## config.mk

```make
export PLATFORM = sky130hd
export DESIGN_NAME = msync_sequencer
export DESIGN_NICKNAME = d
export VERILOG_FILES = /design/src/rtl/msync_pkg.sv /design/src/rtl/msync_down_cnt.sv /design/src/rtl/msync_sequencer.sv
export SDC_FILE = /design/constraint.sdc
export NUM_CORES = 1
export LEC_CHECK = 0
export BUFFER_PORTS_ARGS = -buffer_cell sky130_fd_sc_hd__buf_2
export CORE_ASPECT_RATIO = 1.25
export CORE_MARGIN = 5
export CORE_UTILIZATION = 45
export DETAILED_ROUTE_END_ITERATION = 7
export PLACE_DENSITY = 0.7
export SYNTH_ARGS = -nofsm -noshare
export SYNTH_HDL_FRONTEND = slang
export SYNTH_SLANG_ARGS = --single-unit
```

## constraint.sdc

```tcl
create_clock -name clk -period 3.01 [get_ports clk]
set_input_delay 0.301 -clock clk [delete_from_list [all_inputs] [get_ports clk]]
set_output_delay 0.301 -clock clk [all_outputs]
set_load 0.05 [all_outputs]
```

## src/rtl/msync_pkg.sv

```systemverilog
// msync_pkg: definitions shared by the measurement-sync sequencer.
//   MSYNC_CNT_W   default width of the delay/length/gap counters
//   MSYNC_REP_W   default width of the repeat count and run counter
//   msync_state_e sequencer state codes, also driven out on the state port
package msync_pkg;

  localparam int MSYNC_CNT_W = 32;
  localparam int MSYNC_REP_W = 16;

  typedef enum logic [2:0] {
    ST_IDLE  = 3'd0,
    ST_ARMED = 3'd1,
    ST_DELAY = 3'd2,
    ST_ACQ   = 3'd3,
    ST_GAP   = 3'd4
  } msync_state_e;

endpackage

```

## src/rtl/msync_down_cnt.sv

```systemverilog
// msync_down_cnt: loadable down-counter that stops at zero.
//   clk, reset   clock and synchronous active-high reset (count -> 0)
//   load_i       load load_val_i this cycle (wins over en_i)
//   en_i         decrement by one while the count is non-zero
//   load_val_i   value to load
//   zero_o       count is zero
module msync_down_cnt
  import msync_pkg::*;
#(
  parameter int CNT_W = MSYNC_CNT_W
) (
  input  logic             clk,
  input  logic             reset,
  input  logic             load_i,
  input  logic             en_i,
  input  logic [CNT_W-1:0] load_val_i,
  output logic             zero_o
);

  localparam logic [CNT_W-1:0] CNT_ONE = {{(CNT_W-1){1'b0}}, 1'b1};

  logic [CNT_W-1:0] count_q;
  logic [CNT_W-1:0] count_d;

  always_comb begin
    count_d = count_q;
    if (load_i) begin
      count_d = load_val_i;
    end else if (en_i && (count_q != '0)) begin
      count_d = count_q - CNT_ONE;
    end
  end

  always_ff @(posedge clk) begin
    if (reset) begin
      count_q <= '0;
    end else begin
      count_q <= count_d;
    end
  end

  assign zero_o = (count_q == '0);

endmodule

```

## src/rtl/msync_sequencer.sv

```systemverilog
// msync_sequencer: trigger-driven acquisition sequencer.
// After arm the block waits for trig, waits cfg_delay cycles, pulses start_daq,
// waits the acquisition length, pulses stop_daq, then either finishes (repeat
// count reached) or holds off cfg_gap cycles and re-arms. abort ends any
// sequence, closing an open acquisition with a stop_daq pulse.
//   clk, reset          clock, synchronous active-high reset
//   arm                 start a sequence (IDLE only); latches all cfg_* inputs
//   abort               terminate the current sequence (ignored in IDLE)
//   trig                trigger, sampled each cycle while ARMED
//   cfg_delay           trigger-to-start cycles
//   cfg_length          acquisition cycles (0 behaves as 1)
//   cfg_gap             holdoff cycles between runs
//   cfg_repeat          runs per sequence, 0 = run until abort
//   start_daq, stop_daq one-cycle DAQ enable/disable pulses
//   busy                not IDLE
//   done                one-cycle pulse at the end of a sequence
//   run_count           completed runs, saturating
//   state               current state code
module msync_sequencer
  import msync_pkg::*;
#(
  parameter int CNT_W = MSYNC_CNT_W,
  parameter int REP_W = MSYNC_REP_W
) (
  input  logic             clk,
  input  logic             reset,
  input  logic             arm,
  input  logic             abort,
  input  logic             trig,
  input  logic [CNT_W-1:0] cfg_delay,
  input  logic [CNT_W-1:0] cfg_length,
  input  logic [CNT_W-1:0] cfg_gap,
  input  logic [REP_W-1:0] cfg_repeat,
  output logic             start_daq,
  output logic             stop_daq,
  output logic             busy,
  output logic             done,
  output logic [REP_W-1:0] run_count,
  output logic [2:0]       state
);

  localparam logic [CNT_W-1:0] CNT_ONE = {{(CNT_W-1){1'b0}}, 1'b1};
  localparam logic [REP_W-1:0] REP_ONE = {{(REP_W-1){1'b0}}, 1'b1};

  msync_state_e     state_q, state_d;
  logic             start_q, start_d;
  logic             stop_q, stop_d;
  logic             done_q, done_d;
  logic             busy_q;
  logic [REP_W-1:0] run_q, run_d;
  logic [CNT_W-1:0] delay_q, delay_d;
  logic [CNT_W-1:0] length_q, length_d;
  logic [CNT_W-1:0] gap_q, gap_d;
  logic [REP_W-1:0] repeat_q, repeat_d;

  logic             cnt_load;
  logic             cnt_en;
  logic [CNT_W-1:0] cnt_val;
  logic             cnt_zero;

  logic [CNT_W-1:0] len_m1;
  logic [REP_W-1:0] run_inc;

  // The counter is loaded with (phase length - 1) on entry, so a phase of n
  // cycles ends on the cycle the counter reads zero.
  assign len_m1  = (length_q == '0) ? '0 : (length_q - CNT_ONE);
  assign run_inc = (run_q == {REP_W{1'b1}}) ? run_q : (run_q + REP_ONE);

  msync_down_cnt #(
    .CNT_W (CNT_W)
  ) u_cnt (
    .clk        (clk),
    .reset      (reset),
    .load_i     (cnt_load),
    .en_i       (cnt_en),
    .load_val_i (cnt_val),
    .zero_o     (cnt_zero)
  );

  always_comb begin
    state_d  = state_q;
    start_d  = 1'b0;
    stop_d   = 1'b0;
    done_d   = 1'b0;
    run_d    = run_q;
    delay_d  = delay_q;
    length_d = length_q;
    gap_d    = gap_q;
    repeat_d = repeat_q;
    cnt_load = 1'b0;
    cnt_en   = 1'b0;
    cnt_val  = '0;

    unique case (state_q)
      ST_IDLE: begin
        if (arm) begin
          delay_d  = cfg_delay;
          length_d = cfg_length;
          gap_d    = cfg_gap;
          repeat_d = cfg_repeat;
          run_d    = '0;
          state_d  = ST_ARMED;
        end
      end

      ST_ARMED: begin
        if (abort) begin
          done_d  = 1'b1;
          state_d = ST_IDLE;
        end else if (trig) begin
          cnt_load = 1'b1;
          if (delay_q == '0) begin
            start_d = 1'b1;
            cnt_val = len_m1;
            state_d = ST_ACQ;
          end else begin
            cnt_val = delay_q - CNT_ONE;
            state_d = ST_DELAY;
          end
        end
      end

      ST_DELAY: begin
        if (abort) begin
          done_d  = 1'b1;
          state_d = ST_IDLE;
        end else if (cnt_zero) begin
          start_d  = 1'b1;
          cnt_load = 1'b1;
          cnt_val  = len_m1;
          state_d  = ST_ACQ;
        end else begin
          cnt_en = 1'b1;
        end
      end

      // ACQ also covers the cycle in which stop_daq is high; the run's exit
      // is decided there, using done_q as the "last run" flag.
      ST_ACQ: begin
        if (abort) begin
          if (!stop_q) begin
            stop_d = 1'b1;
            run_d  = run_inc;
          end
          done_d  = 1'b1;
          state_d = ST_IDLE;
        end else if (stop_q) begin
          if (done_q) begin
            state_d = ST_IDLE;
          end else if (gap_q == '0) begin
            state_d = ST_ARMED;
          end else begin
            cnt_load = 1'b1;
            cnt_val  = gap_q - CNT_ONE;
            state_d  = ST_GAP;
          end
        end else if (cnt_zero) begin
          stop_d = 1'b1;
          run_d  = run_inc;
          done_d = (repeat_q != '0) && (run_inc == repeat_q);
        end else begin
          cnt_en = 1'b1;
        end
      end

      ST_GAP: begin
        if (abort) begin
          done_d  = 1'b1;
          state_d = ST_IDLE;
        end else if (cnt_zero) begin
          state_d = ST_ARMED;
        end else begin
          cnt_en = 1'b1;
        end
      end

      default: begin
        state_d = ST_IDLE;
      end
    endcase
  end

  always_ff @(posedge clk) begin
    if (reset) begin
      state_q  <= ST_IDLE;
      start_q  <= 1'b0;
      stop_q   <= 1'b0;
      done_q   <= 1'b0;
      busy_q   <= 1'b0;
      run_q    <= '0;
      delay_q  <= '0;
      length_q <= '0;
      gap_q    <= '0;
      repeat_q <= '0;
    end else begin
      state_q  <= state_d;
      start_q  <= start_d;
      stop_q   <= stop_d;
      done_q   <= done_d;
      busy_q   <= (state_d != ST_IDLE);
      run_q    <= run_d;
      delay_q  <= delay_d;
      length_q <= length_d;
      gap_q    <= gap_d;
      repeat_q <= repeat_d;
    end
  end

  assign start_daq = start_q;
  assign stop_daq  = stop_q;
  assign done      = done_q;
  assign busy      = busy_q;
  assign run_count = run_q;
  assign state     = state_q;

endmodule

```

======== After elaboration in Yosys (flattened, before gate mapping) ========
Index checks and enable logic that the tools add are counted.
storage, ports and cells
  logic and storage cells ................. 102
  register bits after elaboration ......... 167
  bits of input ports ..................... 117
  output and inout port bits .............. 23
operators by class
  bitwise operators ....................... 1
  equality and inequality tests ........... 9
  reductions and logical operators ........ 17
  multiplexer cells ....................... 59
  add/sub/neg operators ................... 5
operator list
  operator                                                               number
  32-bit 2-to-1 mux                                                      12
  32-bit zero test                                                       4
  32-bit by 1-bit subtractor with 32-bit output, second input constant   4
  16-bit 2-to-1 mux                                                      6
  32-bit one-hot mux with 3 select lines                                 1
  3-bit 2-to-1 mux                                                       11
  16-bit one-hot mux with 2 select lines                                 1
  32-bit nonzero test                                                    1
  1-bit 2-to-1 mux                                                       23
  16-bit by 1-bit adder with 16-bit output, second input constant        1
  16-bit equality test                                                   1
  16-bit equality test, second input constant                            1
  16-bit nonzero test                                                    1
  3-bit one-hot mux with 5 select lines                                  1
  3-bit by 2-bit equality test with 1-bit output, second input constant  2
  1-bit one-hot mux with 2 select lines                                  3
  2-bit != test, second input constant                                   2
  4-bit AND reduction                                                    1
  2-bit nonzero test                                                     2
  2-bit OR reduction                                                     2
  3-bit by 1-bit equality test with 1-bit output, second input constant  1
  3-bit equality test, second input constant                             1
  3-bit zero test                                                        1
  3-bit != test, second input constant                                   1
  6 further kinds                                                        7

======== Logic depth before layout (Yosys ltp) ========
Gate-level depths: netlist (run 1).
  word-level depth ........................ 8
  depth in mapped cells ................... 12
  depth with buffers taken out ............ 9

======== By module ========
Synthesis (run 1) repeated with hierarchy kept, for this count alone.
unflattened totals
  cell total of the unflattened synthesis .. 1,340
  area, all modules ....................... 10,206.0 µm²
modules (own cells, without submodules)
  module           area each (µm²)  sequential area each (µm²)  cells an instance  instances
  msync_sequencer  8,212.9          2,702.6                     1,107              1
  msync_down_cnt   1,993.2          640.6                       233                1

======== Worst setup path before layout (run 1) ========
Ideal clock, no wire load.
  path kind ............................... register to register
  start point ............................. reg u_cnt.count_q[0]
  end point ............................... reg u_cnt.count_q[0]
  required time ........................... 2.882 ns
  path slack .............................. 0.004 ns
  library setup time ...................... 0.128 ns
  buffers on the path ..................... 2
  cell stages (with the launch flop) ...... 12
  arrival time ............................ 2.879 ns
  clock period less this slack ............ 3.006 ns
  cell sequence ........................... dfxtp_1 inv_1 ha_1 or3b_2 or4_4 buf_6 nor4_4 nor3_1 clkbuf_1 xnor2_1 a221oi_1 nor2_1
on the way
  word-level cells in the longest chain between the ends .. 7
RTL lines
  element                                                                                line                  source
  start: declaration                                                                     msync_down_cnt.sv:22  logic [CNT_W-1:0] count_q;
  start signal: assignment                                                               msync_down_cnt.sv:38  count_q <= count_d;
  branches (longest 7 deep; another with 32-bit by 1-bit subtractor with 32-bit output)  n/a
Several ways; the timed one is not identified. The select of a mux whose other input is x is not followed.
A chain may end at the register's enable or synchronous reset.

======== Final worst setup path (run 1) ========
  start point ............................. reg u_cnt.count_q[0]
  end point ............................... reg run_q[7], in the netlist run_count[7]
on the way
  word-level cells in the longest chain between the ends .. 3
RTL lines
  element                        line                    source
  32-bit zero test               msync_down_cnt.sv:42    assign zero_o = (count_q == '0);
  3-bit != test (no line)        n/a
  4-bit AND reduction (no line)  n/a
  end signal: assignment         msync_sequencer.sv:201  run_q <= run_d;
  end: declaration               msync_sequencer.sv:50   logic [REP_W-1:0] run_q, run_d;
Every way passes these cells.

==> impl_metrics.tcl, run 1 <==
set metrics [dict create \
    r2r_cells 9 \
    clock_sinks 167 \
    status "finished clean" \
    die_width_um 141.9 \
    avgSynthCellArea_um2 7.459 \
    syn_nets 1436 \
    crit_path_end "run_count[7]" \
    clk_pin_slew_worst_paths_ps 70 \
    die_y_um 174.9 \
    wl_um 31490 \
    hold_buffers 0 \
    cts_tree "done" \
    synth_top_area_share_pct 34.16 \
    crit_arrival_ps 3160 \
    crit_path_end_kind "flip-flop" \
    setup_violations 0 \
    wl_met1_um 12340 \
    critPathMaxFanout 9 \
    synth_area_leaders "dfxtp_1 34%, nand2_1 10%, a21oi_1 8.3%, xnor2_1 6.5%, xor2_1 4.3%" \
    rows 60 \
    synth_seq_cells 167 \
    grt_pass1_wl_um 49600 \
    firstDrtPassIters 6 \
    reg2reg_from "u_cnt.count_q[0]" \
    syn2layout_area_growth_pct 20.43 \
    yosysWarnings 0 \
    p_total_mw 6.090 \
    cp.required_ps 3270 \
    ant_nets 0 \
    grt_antenna_before_repair 0 \
    r2r_end "run_count[7]" \
    htreeDepth 4 \
    worstMarginPinSlew_ps 1054 \
    syn_inst 1312 \
    grt_usage_pct 24.77 \
    dieArea_um2 24810 \
    synth.yosys.seq_area_share_pct 34.16 \
    initial_utilization_pct 45.58 \
    drive_gt1_share_pct 19.01 \
    core_um2 21470 \
    fin_crit_ps 2903 \
    hpwl_um 23810 \
    port_buffers 139 \
    cts-buffers-inserted 17 \
    grt_remaining_overflow 0 \
    pin_count 140 \
    start_kind "flip-flop" \
    hold_viol 0 \
    hp-class "in2reg" \
    drc_errors 0 \
    top_layer_used "met4" \
    criticalPathCategory "reg2reg" \
    diodes 0 \
    tns_ps 0 \
    place.gp.congestion 0.9821 \
    syn_area_um2 9786 \
    wl_met3_um 1685 \
    relSlewSlack_pct 29.74 \
    synthTopCellsByCount "272 x nand2_1, 167 x dfxtp_1, 163 x a21oi_1, 88 x nor2_1, 74 x clkbuf_1" \
    p_leak_nw 4.556 \
    clockRootBuffer "clkbuf_16" \
    synth_edf_count 0 \
    ir_drop_mv 0.4225 \
    fmax_ghz 0.3445 \
    rsz0062_at_grt "false" \
    cap_violations 0 \
    post_drt_wl_per_cell_um 17.92 \
    post-route-period-util_pct 96.43 \
    power_density_nw_per_um2 516.7 \
    rrSetupSlack_ps 110 \
    synthMostInstantiatedCell "nand2_1" \
    grt_start_max_net_pins 115 \
    ys.flop_type "dfxtp_1" \
    cts_buffer_depth 2 \
    async_reset_ff_share_pct 0 \
    grt_pass1_vias 9727 \
    fin_worst_skew_ps 14.62 \
    final_max_slew_viol_count 0 \
    wl_met2_um 15730 \
    via_per_inst 5.789 \
    drt_iter0_markers 802 \
    clk_latency_ps 430 \
    nets 1589 \
    via_count 10170 \
    synth_cell_types 68 \
    synth.largest_area_cell "dfxtp_1" \
    startpoint "u_cnt.count_q[0]" \
]
## final cells by class
class | count | area, um^2
fill | 2136 | 9686
multi-input combinational | 1047 | 6126
sequential | 167 | 3344
timing repair buffer | 217 | 1344
clock buffer | 19 | 442.9
tap | 279 | 349.1
clock inverter | 13 | 122.6
inverter | 15 | 56.30
## logic make-up after synthesis
| logic type | after synthesis | share of synthesized area, % |
|---|---|---|
| and+or+nand+nor | 624 | 31.22 |
| AOI/OAI and AO/OA | 294 | 18.67 |
| DFF | 167 | 34.16 |
| xor gates and xnor gates | 122 | 11.06 |
| buffers and inverters | 98 | 3.989 |
| adders and majority gates | 7 | 0.8950 |
## metrics by stage
step,hold WS [ps],instances,area [um^2],worst slack [ps],util [%]
global route,92.42,1757,11790,8.594,54.89
detailed placement,466.8,1724,11130,-45.19,51.82
finish,103.0,1757,11790,107.3,54.89
global placement,465.7,1724,11130,3.972,51.82
CTS,90.41,1756,11700,20.19,54.47
floorplan,381.3,1312,9786,3.685,-
## power breakdown
| group | internal, mW | switching, mW | total [mW] |
|---|---|---|---|
| sequential | 2.33 | 0.148 | 2.48 |
| combinational | 0.625 | 0.865 | 1.49 |
| clock | 1.17 | 0.948 | 2.12 |
| total | 4.13 | 1.96 | 6.09 |
## flip-flops by register name, summed over array words and instances, names as in the netlist
signal and flops:
done 1, start_daq 1, stop_daq 1, run_count 16, busy 1, repeat_q 16, length_q 32, state 3
u_cnt.count_q 32, delay_q 32, gap_q 32
## placed cells by master (no fill, tap or decap), drive strengths merged, types with 4 or more instances in the layout
cell type / instances
nand4: 12
clkbuf: 19
nor2: 89
and2: 5
clkinvlp: 4
a21o: 4
nor2b: 6
dfxtp: 167
buf: 217
a21oi: 164
xor2: 48
clkinv: 5
nand3b: 8
nor3: 58
a221oi: 15
nor4b: 5
o31a: 4
ha: 7
and3: 8
nand2b: 8
o31ai: 5
xnor2: 73
nand2: 272
o22ai: 23
or3: 15
or2: 5
and4: 5
nor4: 42
nand4b: 8
a31oi: 13
nor3b: 10
or4: 31
a211oi: 15
nand3: 31
o21ai: 19
inv: 18
a311oi: 4
## timing repair
item / 4_1_cts / 5_1_grt
endpoints found under the setup margin: 8 / 44
gates resized for setup: 1 / 20
pin swaps: 1 / 9
setup buffers: 0 / 1
## per-layer routing
metal / up-vias / global-route usage [%]
met5: - / 0
met4: 0 / 13.84
met3: 77 / 3.915
met2: 353 / 43.33
met1: 4738 / 28.47
li1: 5004 / -
## worst min-delay path by stage
| stage | from | end | slack (ps) | depth (start not counted) |
|---|---|---|---|---|
| 2_1_floorplan | reset | state[0] | 380 | 1 |
| 3_3_place_gp | length_q[0] | length_q[0] | 470 | 2 |
| 3_5_place_dp | length_q[0] | length_q[0] | 470 | 2 |
| 4_1_cts | cfg_repeat[5] | repeat_q[5] | 90 | 3 |
| 5_1_grt | cfg_gap[18] | gap_q[18] | 90 | 3 |
| 6_report | cfg_delay[0] | delay_q[0] | 100 | 3 |
## critical path, stage by stage (launching register included)
cell and delay [ps]:
dfxtp_1 330, inv_2 80, ha_4 130, or3b_4 380, or4_4 560, o41a_1 560, buf_6 190, a21o_4 250
o21ai_0 180, a21oi_1 80
Power figures use the tool's default switching activity.
==> run 2, diff against run 1 <==
--- a/config.mk
+++ b/config.mk
@@ -8,9 +8,9 @@
 export BUFFER_PORTS_ARGS = -buffer_cell sky130_fd_sc_hd__buf_2
 export CORE_ASPECT_RATIO = 1.25
 export CORE_MARGIN = 5
-export CORE_UTILIZATION = 45
+export CORE_UTILIZATION = 35
 export DETAILED_ROUTE_END_ITERATION = 7
-export PLACE_DENSITY = 0.7
+export PLACE_DENSITY = 0.57
 export SYNTH_ARGS = -nofsm -noshare
 export SYNTH_HDL_FRONTEND = slang
 export SYNTH_SLANG_ARGS = --single-unit
==> impl_metrics.tcl, run 2 (synthesis results as in run 1) <==
set metrics [dict create \
    die_width_um 159.6 \
    port_buffers 139 \
    initial_utilization_pct 35.50 \
    final_util_pct 43.13 \
    layout_commonest_cell "nand2_1" \
    dieArea_um2 31420 \
    worstHoldStart "cfg_gap[7]" \
    place_ws_ps -12.60 \
    crit_path_end_kind "flip-flop" \
    r2r_end "run_count[9]" \
    rows 68 \
    via_per_inst 5.544 \
    layout_setup_ws_ps 95.59 \
    post_drt_wl_per_cell_um 18.08 \
    ant_nets 0 \
    met1_usage_pct 23.05 \
    critPathBufInv 2 \
    clock_sinks 167 \
    mostFrequentLayoutCells "272 x nand2_1, 167 x dfxtp_1, 163 x a21oi_1, 138 x buf_2, 88 x nor2_1" \
    top_usage_layer "met2" \
    fin_crit_ps 2914 \
    setup_violations 0 \
    drt_iter0_markers 630 \
    pin_count 140 \
    p_total_mw 6.123 \
    htreeDepth 4 \
    ir_drop_mv 0.4013 \
    max_stage_delay_ps 550 \
    r2r_cells 9 \
    whs_path_depth 3 \
    wl_um 33140 \
    rrSetupSlack_ps 100 \
    via_count 10160 \
    clk_pin_slew_worst_paths_ps 80 \
    grt_pass1_wl_um 51250 \
    grt_pass1_vias 9825 \
    cpMaxStageDelayCell "or4_4" \
    cap_violations 0 \
    critPathMaxFanout 9 \
    die_y_um 196.9 \
    hp-class "in2reg" \
    clk_latency_ps 440 \
    crit_chain "inv_1 -> ha_1 -> or3b_2 -> or4_4 -> o41a_1 -> buf_4 -> a21o_2 -> o21ai_0 -> a21oi_1" \
    min_to "gap_q[7]" \
    crit_arrival_ps 3210 \
    clockRootBuffer "clkbuf_16" \
    fin_worst_skew_ps 14.51 \
    grt_remaining_overflow 0 \
    grt_antenna_before_repair 0 \
    drive_gt1_share_pct 18.96 \
    criticalPathCategory "reg2reg" \
    path_delay_family "simple AND/OR/NAND/NOR gates" \
    cts_buffer_depth 2 \
    hold_buffers 0 \
    relSlewSlack_pct 49.37 \
    drc_errors 0 \
    final_max_slew_viol_count 0 \
    use_met2_pct 35.61 \
    hold_viol 0 \
    hpwl_um 25210 \
    power_density_nw_per_um2 514.9 \
    post-route-period-util_pct 96.82 \
    rsz0062_at_grt "true" \
    start_kind "flip-flop" \
    syn2layout_area_growth_pct 21.51 \
    nets 1593 \
    cts_tree "done" \
    grt_usage_pct 20.24 \
    p_leak_nw 4.559 \
    cp.required_ps 3300 \
    reg2reg_from "u_cnt.count_q[0]" \
    firstDrtPassIters 5 \
    worstMarginPinSlew_ps 756.7 \
    place.gp.congestion 0.9671 \
    fmax_ghz 0.3431 \
    grt.met3_usage_pct 3.347 \
    grt_start_max_net_pins 113 \
    cts-buffers-inserted 17 \
    post_cts_buffers 0 \
    status "finished clean" \
    core_um2 27570 \
]
run 2: through the flow:
stage	cells	hold WS [ps]	instance area, um^2	setup TNS, ps
5_1_grt	1832	76.18	11890	-1.380
3_5_place_dp	1800	461.5	11290	-21.54
4_1_cts	1832	68.42	11850	0
2_1_floorplan	1312	381.3	9786	0
3_3_place_gp	1800	460.9	11290	0
6_report	1833	85.58	11890	0
run 2: worst max path at each step:
stage / slack (ps) / cells past startpoint / startpoint / to
3_3_place_gp: 40 / 9 / u_cnt.count_q[0] / done
2_1_floorplan: 4 / 11 / u_cnt.count_q[0] / u_cnt.count_q[0]
4_1_cts: 1 / 10 / u_cnt.count_q[0] / u_cnt.count_q[8]
5_1_grt: -1 / 10 / u_cnt.count_q[0] / u_cnt.count_q[11]
3_5_place_dp: -10 / 11 / u_cnt.count_q[0] / u_cnt.count_q[19]
6_report: 100 / 9 / u_cnt.count_q[0] / run_count[9]
run 2: worst reg2reg max path: stages, from the launching register on:
cell and delay, ps:
dfxtp_1 320, inv_1 80, ha_1 160, or3b_2 470, or4_4 550, o41a_1 430
buf_4 180, a21o_2 290, o21ai_0 200, a21oi_1 90
run 2: cell type report:
cell class | instances | area (um^2)
diodes | 1 | 2.502
well taps | 350 | 437.9
repair buffers | 221 | 1389
inverters | 15 | 56.30
multi-input cells | 1047 | 6106
clock buffers | 19 | 432.9
clock inverters | 13 | 122.6
fillers | 2883 | 15680
flip-flops and latches | 167 | 3343
run 2: power breakdown:
part	switching (mW)	total [mW]	internal (mW)
logic	0.887	1.52	0.628
registers	0.143	2.48	2.33
clock network	0.984	2.13	1.15
run 2: timing repair:
action,4_1_cts,5_1_grt
setup endpoints to repair,6,19
cloned,0,0
pin swaps,2,1
resized for setup,2,7
run 2: metal layers:
metal | wire length [um] | up-vias | part of all wire [%]
met2 | 16530 | 315 | 50
met3 | 1541 | 82 | 4.6
li1 | - | 4998 | -
met4 | 1870 | 0 | 5.6
met1 | 13200 | 4767 | 40
met5 | 0 | - | 0
==> run 3, diff against run 2 <==
--- a/config.mk
+++ b/config.mk
@@ -10,6 +10,7 @@
 export CORE_MARGIN = 5
 export CORE_UTILIZATION = 35
 export DETAILED_ROUTE_END_ITERATION = 7
+export HOLD_SLACK_MARGIN = 0.12
 export PLACE_DENSITY = 0.57
 export SYNTH_ARGS = -nofsm -noshare
 export SYNTH_HDL_FRONTEND = slang
==> impl_metrics.tcl, run 3 (synthesis results as in run 1) <==
set metrics [dict create \
    ant_nets 0 \
    cts-buffers-inserted 17 \
    status "finished clean" \
    path_delay_family "simple AND/OR/NAND/NOR gates" \
    swShare_pct 32.65 \
    htreeDepth 4 \
    grt_usage_pct 21.12 \
    grt_start_max_net_pins 113 \
    cts_buffer_depth 2 \
    place.gp.congestion 0.9671 \
    firstDrtPassIters 5 \
    grt_pass1_wl_um 53750 \
    rrSetupSlack_ps 80 \
    setup_violations 0 \
    crit_path_end_kind "flip-flop" \
    layout_setup_ws_ps 79.78 \
    cp.required_ps 3370 \
    nets 1696 \
    criticalPathCategory "reg2reg" \
    clk_pin_slew_worst_paths_ps 70 \
    power_density_nw_per_um2 482.1 \
    worst-path-stages 9 \
    max_stage_delay_ps 630 \
    rows 68 \
    hpwl_um 25210 \
    pwr-share-clk_pct 34.2 \
    cpMaxStageDelayCell "or4_4" \
    ir_drop_mv 0.4009 \
    relSlewSlack_pct 48.37 \
    grt_pass1_vias 10400 \
    clock_sinks 167 \
    r2r_cells 9 \
    seq_power_share_pct 39.8 \
    r2r_end "done" \
    via_per_inst 5.451 \
    crit_arrival_ps 3290 \
    p_int_mw 4.194 \
    grt_antenna_before_repair 0 \
    hold_viol 0 \
    post_drt_wl_per_cell_um 17.72 \
    cts_tree "done" \
    fmax_ghz 0.3413 \
    port_buffers 139 \
    pin_count 140 \
    layout_commonest_cell "nand2_1" \
    worstMarginPinSlew_ps 771.6 \
    mostFrequentLayoutCells "272 x nand2_1, 167 x dfxtp_1, 163 x a21oi_1, 138 x buf_2, 103 x dlygate4sd3_1" \
    combPwrFrac_pct 26.0 \
    drive_gt1_share_pct 17.73 \
    critPathBufInv 2 \
    post-route-period-util_pct 97.35 \
    die_y_um 196.9 \
    grt_remaining_overflow 0 \
    fin_crit_ps 2930 \
    p_leak_nw 4.989 \
    rsz0062_at_grt "true" \
    initial_utilization_pct 35.50 \
    drc_errors 0 \
    crit_chain "inv_1 -> ha_1 -> or3b_2 -> or4_4 -> or4_4 -> buf_4 -> a2111oi_4 -> nand4_1 -> o21ai_0" \
    reg2reg_from "u_cnt.count_q[0]" \
    final_max_slew_viol_count 0 \
    via_count 10550 \
    drt_iter0_markers 672 \
    hp-class "in2reg" \
    clk_latency_ps 440 \
    cpMostUsedCell "or4_4" \
    startpoint "u_cnt.count_q[0]" \
    dieArea_um2 31420 \
    cap_violations 0 \
    clockRootBuffer "clkbuf_16" \
    critPathMaxFanout 8 \
    crit_path_end "done" \
    syn2layout_area_growth_pct 32.02 \
    p_total_mw 6.227 \
    start_kind "flip-flop" \
    diodes 0 \
    wl_um 34280 \
    core_um2 27570 \
    place_ws_ps -12.60 \
    die_width_um 159.6 \
    fin_worst_skew_ps 13.36 \
    p_sw_mw 2.033 \
]
-- run 3: worst min-delay path: stages --
cell     delay, ps
buf_2          100
nand2_1         70
a21oi_1         60
-- run 3: power groups by stage --
stage / clock network [mW] / logic [mW] / registers [mW]
5_1_grt: 2.26 / 1.77 / 2.49
3_5_place_dp: 0 / 1.49 / 2.53
6_report: 2.13 / 1.62 / 2.48
3_3_place_gp: 0 / 1.48 / 2.52
4_1_cts: 2.17 / 1.61 / 2.48
2_1_floorplan: 0 / 0.981 / 2.50
-- run 3: stage by stage --
step                cells  hold slack [ps]  TNS (ps)  cell area [um^2]  util, %
finish               1935            130.0         0             12920    46.86
global route         1935            122.6    -3.065             12920    46.86
CTS                  1935            124.5         0             12880    46.74
detailed placement   1800            461.5    -21.54             11290    40.95
global placement     1800            460.9         0             11290    40.95
floorplan            1312            381.3         0              9786        -
-- run 3: metal layers --
| metal | vias to the layer above | wire length, um | GRT usage, % |
|---|---|---|---|
| li1 | 5204 | - | - |
| met1 | 4944 | 13400 | 23.51 |
| met2 | 316 | 17410 | 38.15 |
| met5 | - | 0 | 0 |
| met4 | 0 | 1846 | 11.95 |
| met3 | 83 | 1629 | 3.388 |
-- run 3: worst min-delay path by stage --
| stage | startpoint | endpoint | slack [ps] | cells past startpoint |
|---|---|---|---|---|
| global route | cfg_delay[17] | delay_q[17] | 120 | 3 |
| detailed placement | length_q[0] | length_q[0] | 460 | 2 |
| finish | cfg_delay[17] | delay_q[17] | 130 | 3 |
| CTS | cfg_delay[17] | delay_q[17] | 120 | 3 |
| floorplan | reset | state[0] | 380 | 1 |
| global placement | length_q[0] | length_q[0] | 460 | 2 |
-- run 3: area by class of cell --
cell class | instances | area, um^2
clock buffer | 19 | 432.9
clock inverter | 13 | 122.6
fill | 2754 | 14650
inverter | 15 | 56.30
multi-input combinational | 1047 | 6106
sequential | 167 | 3343
tap | 350 | 437.9
timing repair buffer | 324 | 2420
-- run 3: what timing repair did --
action | 4_1_cts | 5_1_grt
hold buffers | 103 | 0
pin swaps | 2 | 1
cloned | 0 | 0
setup buffers | 0 | 0
gates resized for setup | 2 | 6
endpoints found under the hold margin | 103 | 0
setup endpoints to repair | 6 | 19
